==> src/rtl/relm_push_arbiter_pkg.sv <==
// Shared types and helpers for the ReLM push arbiter.
// Lock state enum, index width and round-robin position math.
package relm_push_arbiter_pkg;

    typedef enum logic {
        LK_FREE = 1'b0,
        LK_HELD = 1'b1
    } lock_e;

    // Index width that stays legal for a single requester.
    function automatic int idx_w(input int n);
        return (n > 1) ? $clog2(n) : 1;
    endfunction

    // Requester examined at priority step k (1 = highest) after the last winner.
    function automatic int rr_pos(input int last, input int k, input int n);
        return (last + k) % n;
    endfunction

endpackage

==> src/rtl/relm_rr_pick.sv <==
// Combinational round-robin picker: first set request strictly after 'last', wrapping.
// Produces one-hot and binary forms of the winner plus an any-request flag.
module relm_rr_pick
    import relm_push_arbiter_pkg::*;
#(
    parameter int N = 3,
    localparam int WG = idx_w(N)
) (
    input  logic [N-1:0]  req,
    input  logic [WG-1:0] last,
    output logic [N-1:0]  onehot,
    output logic [WG-1:0] idx,
    output logic          any
);

    // Walk from lowest to highest priority so the best match is written last.
    always_comb begin
        onehot = '0;
        idx    = '0;
        any    = 1'b0;
        for (int k = N; k >= 1; k--) begin
            for (int i = 0; i < N; i++) begin
                if (i == rr_pos(int'(last), k, N) && req[i]) begin
                    onehot    = '0;
                    onehot[i] = 1'b1;
                    idx       = WG'(i);
                    any       = 1'b1;
                end
            end
        end
    end

endmodule

==> src/rtl/relm_push_arbiter.sv <==
// Shares one ReLM push sink among NREQ requesters: round-robin with optional
// packet lock, one output holding register and retry back-pressure.
module relm_push_arbiter
    import relm_push_arbiter_pkg::*;
#(
    parameter int WD      = 32,
    parameter int NREQ    = 3,
    parameter int LOCK_EN = 1
) (
    input  logic                     clk,
    input  logic                     rst_n,
    input  logic [NREQ*(WD+1)-1:0]   req_d,
    output logic [NREQ-1:0]          req_retry,
    output logic [WD:0]              out_d,
    input  logic                     out_retry,
    output logic [NREQ-1:0]          grant_out
);

    localparam int WG       = idx_w(NREQ);
    localparam int LOCK_BIT = WD - 1;

    logic [NREQ-1:0]          stb;
    logic [NREQ-1:0][WD-1:0]  pay;
    logic [NREQ-1:0]          owner_oh;
    logic [NREQ-1:0]          cand;
    logic [NREQ-1:0]          pick_oh;
    logic [NREQ-1:0]          acc_oh;
    logic [WG-1:0]            pick_idx;
    logic                     pick_any;
    logic [WG-1:0]            last;
    logic [WG-1:0]            owner;
    lock_e                    lock_q;
    lock_e                    lock_nxt;
    logic                     hold_v;
    logic                     adv;
    logic                     acc;
    logic [WD-1:0]            sel;

    for (genvar i = 0; i < NREQ; i++) begin : g_req
        assign stb[i]      = req_d[(WD+1)*i + WD];
        assign pay[i]      = req_d[(WD+1)*i +: WD];
        assign owner_oh[i] = (owner == WG'(i));
    end

    assign hold_v = out_d[WD];
    // The register can take a word when empty or when the sink drains it this cycle.
    assign adv    = !hold_v || !out_retry;

    // While locked only the owner is a candidate; others keep retrying.
    assign cand = (lock_q == LK_HELD) ? (stb & owner_oh) : stb;

    relm_rr_pick #(.N(NREQ)) u_pick (
        .req    (cand),
        .last   (last),
        .onehot (pick_oh),
        .idx    (pick_idx),
        .any    (pick_any)
    );

    assign acc       = adv && pick_any;
    assign acc_oh    = {NREQ{acc}} & pick_oh;
    assign req_retry = stb & ~acc_oh;
    assign grant_out = (lock_q == LK_HELD) ? owner_oh : '0;

    always_comb begin
        sel = '0;
        for (int i = 0; i < NREQ; i++) begin
            if (pick_oh[i]) sel = sel | pay[i];
        end
    end

    always_comb begin
        lock_nxt = lock_q;
        if (acc) lock_nxt = ((LOCK_EN != 0) && sel[LOCK_BIT]) ? LK_HELD : LK_FREE;
    end

    always_ff @(posedge clk or negedge rst_n) begin
        if (!rst_n) begin
            out_d  <= '0;
            last   <= WG'(NREQ - 1);
            owner  <= '0;
            lock_q <= LK_FREE;
        end else begin
            lock_q <= lock_nxt;
            if (acc) begin
                out_d <= {1'b1, sel};
                last  <= pick_idx;
                owner <= pick_idx;
            end else if (adv) begin
                out_d[WD] <= 1'b0;
            end
        end
    end

endmodule

==> config.mk <==
export PLATFORM = sky130hd
export DESIGN_NAME = relm_push_arbiter
export DESIGN_NICKNAME = d
export VERILOG_FILES = /design/src/rtl/relm_push_arbiter_pkg.sv /design/src/rtl/relm_rr_pick.sv /design/src/rtl/relm_push_arbiter.sv
export SDC_FILE = /design/constraint.sdc
export NUM_CORES = 1
export LEC_CHECK = 0
export CAP_MARGIN = 20
export CORE_MARGIN = 2
export CORE_UTILIZATION = 35
export DETAILED_ROUTE_END_ITERATION = 8
export PLACE_DENSITY = 0.78
export SYNTH_ARGS = -nofsm -noshare
export SYNTH_HDL_FRONTEND = slang
export SYNTH_SLANG_ARGS = --single-unit
==> constraint.sdc <==
create_clock -name clk -period 2.25 [get_ports clk]
set_input_delay 0.3375 -clock clk [delete_from_list [all_inputs] [get_ports clk]]
set_output_delay 0.3375 -clock clk [all_outputs]
set_load 0.02 [all_outputs]
==> results.py <==
metrics = {
    "status": {
        "status": "finished with violations",
        "violations": "setup timing",
    },
    "drt": {
        "num_vias": 2312,
        "wl_per_cell_microns": 15.67,
        "ant_nets": 0,
        "drt-vias-per-instance": 5.315,
        "drtIter0Drc": 76,
        "wl_microns": 6818,
        "first_pass_iters": 5,
        "remaining_drc_errors": 0,
    },
    "synth": {
        "synth.net_count": 317,
        "synth_area_sq_um": 2017,
        "synth_edf_count": 0,
        "ys_top_cells_by_area": "dfrtp_1 43%, a22oi_1 18%, a21oi_1 8.7%",
        "ys_async_sr_fraction_pct": 100.0,
        "yosysSeqAreaShare_pct": 44.73,
        "yosys_warnings": 0,
        "synthDistinctLibCells": 34,
        "yosys_register_bits": 36,
        "yosysTopAreaCell": "dfrtp_1",
        "synth_area_per_cell_sq_um": 9.469,
        "ys.flop_type": "dfrtp_1",
        "synth_top_area_share_pct": 43.42,
        "syn-instance-count": 213,
    },
    "floorplan": {
        "die_h_microns": 79.91,
        "die_width_microns": 79.91,
        "core_area_sq_um": 5540,
        "io_pins": 141,
        "die_area_sq_um": 6386,
        "initial_core_util_pct": 36.40,
        "rows": 27,
    },
    "timing": {
        "setup_viol": 3,
        "grt_setup_unrepaired": "true",
        "fin_hold_ws_ns": 0.1477,
        "hold_violations": 0,
        "maxSlewViolCount": 0,
        "skew_ns": 0.004562,
        "fin_crit_ns": 2.295,
        "fmax_mhz": 435.6,
        "tightest_slew_ns": 0.8142,
        "finalCritPeriodShare_pct": 102.0,
        "fin_ws_ns": -0.04544,
        "relSlewSlack_pct": 45.72,
    },
    "worst_setup_path": {
        "r2r_end": "out_d[1]$_DFFE_PN0P_",
        "cp.required_ns": 1.91,
        "cp-endpoint": "req_retry[2]",
        "rr_worst_depth": 8,
        "rr_startpoint": "last[1]$_DFFE_PN1P_",
        "crit_type": "register to output port",
        "ff2ff_setup_slack_ns": 0.15,
        "crit_path_max_fanout": 3,
        "crit_path_start_kind": "register",
        "cp-startpoint": "last[1]$_DFFE_PN1P_",
        "end_kind": "output port",
        "worstPathArrival_ns": 1.96,
    },
    "global_route": {
        "grt_max_degree": 39,
        "grt_first_pass_wirelength_microns": 10820,
        "grt_pass1_vias": 2368,
        "antenna_found_initial": 0,
        "groute.usage.overall_pct": 21.58,
        "overflow": 0,
    },
    "pwr": {
        "p_per_area_nw_per_um2": 1265,
        "power_uw": 4692,
        "ir_worst_vdd_uv": 659.2,
        "cellLeakagePower_uw": 0.001492,
    },
    "clock_tree": {
        "clk_path_buf_depth": 2,
        "cts.clk_slew.worst_paths_ns": 0.07,
        "numCtsBuffers": 5,
        "cts-htree-levels": 2,
        "cts_tree": "yes",
        "clk_latency_ns": 0.28,
        "cts_root_buffer": "clkbuf_8",
        "cts.sinks": 36,
    },
    "min_path": {
        "worstHoldPathType": "input pin to asynchronous set/reset pin",
    },
    "final_layout": {
        "drive_gt1_share_pct": 13.22,
        "final_nets": 466,
        "instances_no_fill": 435,
        "final_common_cell": "clkdlybuf4s50_1",
        "antenna_cells": 0,
        "post-route-util_pct": 66.96,
        "area_delta_synth_final_pct": 83.93,
        "layout_common_cells": "135 x clkdlybuf4s50_1, 48 x a22oi_1, 35 x a21oi_1, 35 x dfrtp_1, 19 x nor2_1",
    },
    "placement": {
        "post-dp-hpwl_microns": 5023,
        "port_buffers": 140,
        "dp_cells": 424,
        "gp_congestion": 0.9483,
    },
    "job": {
        "cap_violations": 0,
    },
}
[cell usage after synthesis, types with 2 or more instances]
master and count:
buf_6 8, dfrtp_1 35, buf_4 5, a22oi_1 48, o21ai_0 5, and2_1 2, nand2_1 3, nor3_1 4
nand2b_1 2, o21ai_1 13, a21oi_1 35, ha_1 2, nor2_1 20, inv_1 6, clkbuf_1 5, a21o_1 2
[power breakdown]
part	internal, uW	switching [uW]
logic	1490	1630
clock network	217	214
registers	960	179
total	2670	2020
[timing repair]
action,4_1_cts,5_1_grt
endpoints found under the setup margin,3,29
setup buffers,2,1
hold buffers,0,0
resized for setup,20,15
pin swaps,4,6
[metal layers]
layer  up-vias  wire length [microns]  GRT usage (%)
li1       1097                      -              -
met1      1096                   2711          25.25
met2       105                   3444          37.83
met3        14                    519          5.656
met4         0                    142          7.627
met5         -                      0              0
[worst max-delay path: stages (launching register included)]
cell,delay (ns)
dfstp_2,0.57
ha_4,0.21
or2_4,0.25
a31oi_4,0.16
and4b_1,0.23
nor2_2,0.13
buf_6,0.14
[per-stage QoR]
| stage | setup TNS [ns] | area [sq um] | setup WS (ns) |
|---|---|---|---|
| 2_1_floorplan | 0 | 2023 | 0.01641 |
| 3_3_place_gp | -0.7613 | 3518 | -0.2764 |
| 3_5_place_dp | -0.8928 | 3518 | -0.3222 |
| 4_1_cts | -0.1850 | 3637 | -0.08382 |
| 5_1_grt | -0.3296 | 3710 | -0.1310 |
| 6_report | -0.09862 | 3710 | -0.04544 |
[area by class of cell]
cell class,instances,area (sq um)
clock buffers,7,76.32
clock inverters,1,5.005
fillers,476,1831
inverters,6,22.52
multi-input cells,152,1021
flip-flops and latches,36,902.1
well taps,72,90.09
repair buffers,161,1593
[sequential cells by signal (all words and copies together) (netlist names)]
name / flops
last: 2
owner: 1
out_d: 33
[worst min-delay path by stage]
stage,startpoint,endpoint,slack (ns),cells after the start
floorplan,rst_n,last[0]$_DFFE_PN0P_,0.04,0
global placement,rst_n,out_d[6]$_DFFE_PN0P_,0.47,1
detailed placement,rst_n,out_d[6]$_DFFE_PN0P_,0.48,1
CTS,rst_n,out_d[6]$_DFFE_PN0P_,0.17,1
global route,rst_n,out_d[6]$_DFFE_PN0P_,0.22,1
finish,rst_n,out_d[6]$_DFFE_PN0P_,0.15,1
[cell families after synthesis]
group / synth area share (%)
adders and majority gates: 1.240
AOI/OAI and AO/OA: 35.42
DFF: 44.73
buffers and inverters: 8.623
muxes: 0.4963
and+or+nand+nor: 9.492
Power figures use the tool's default switching activity.
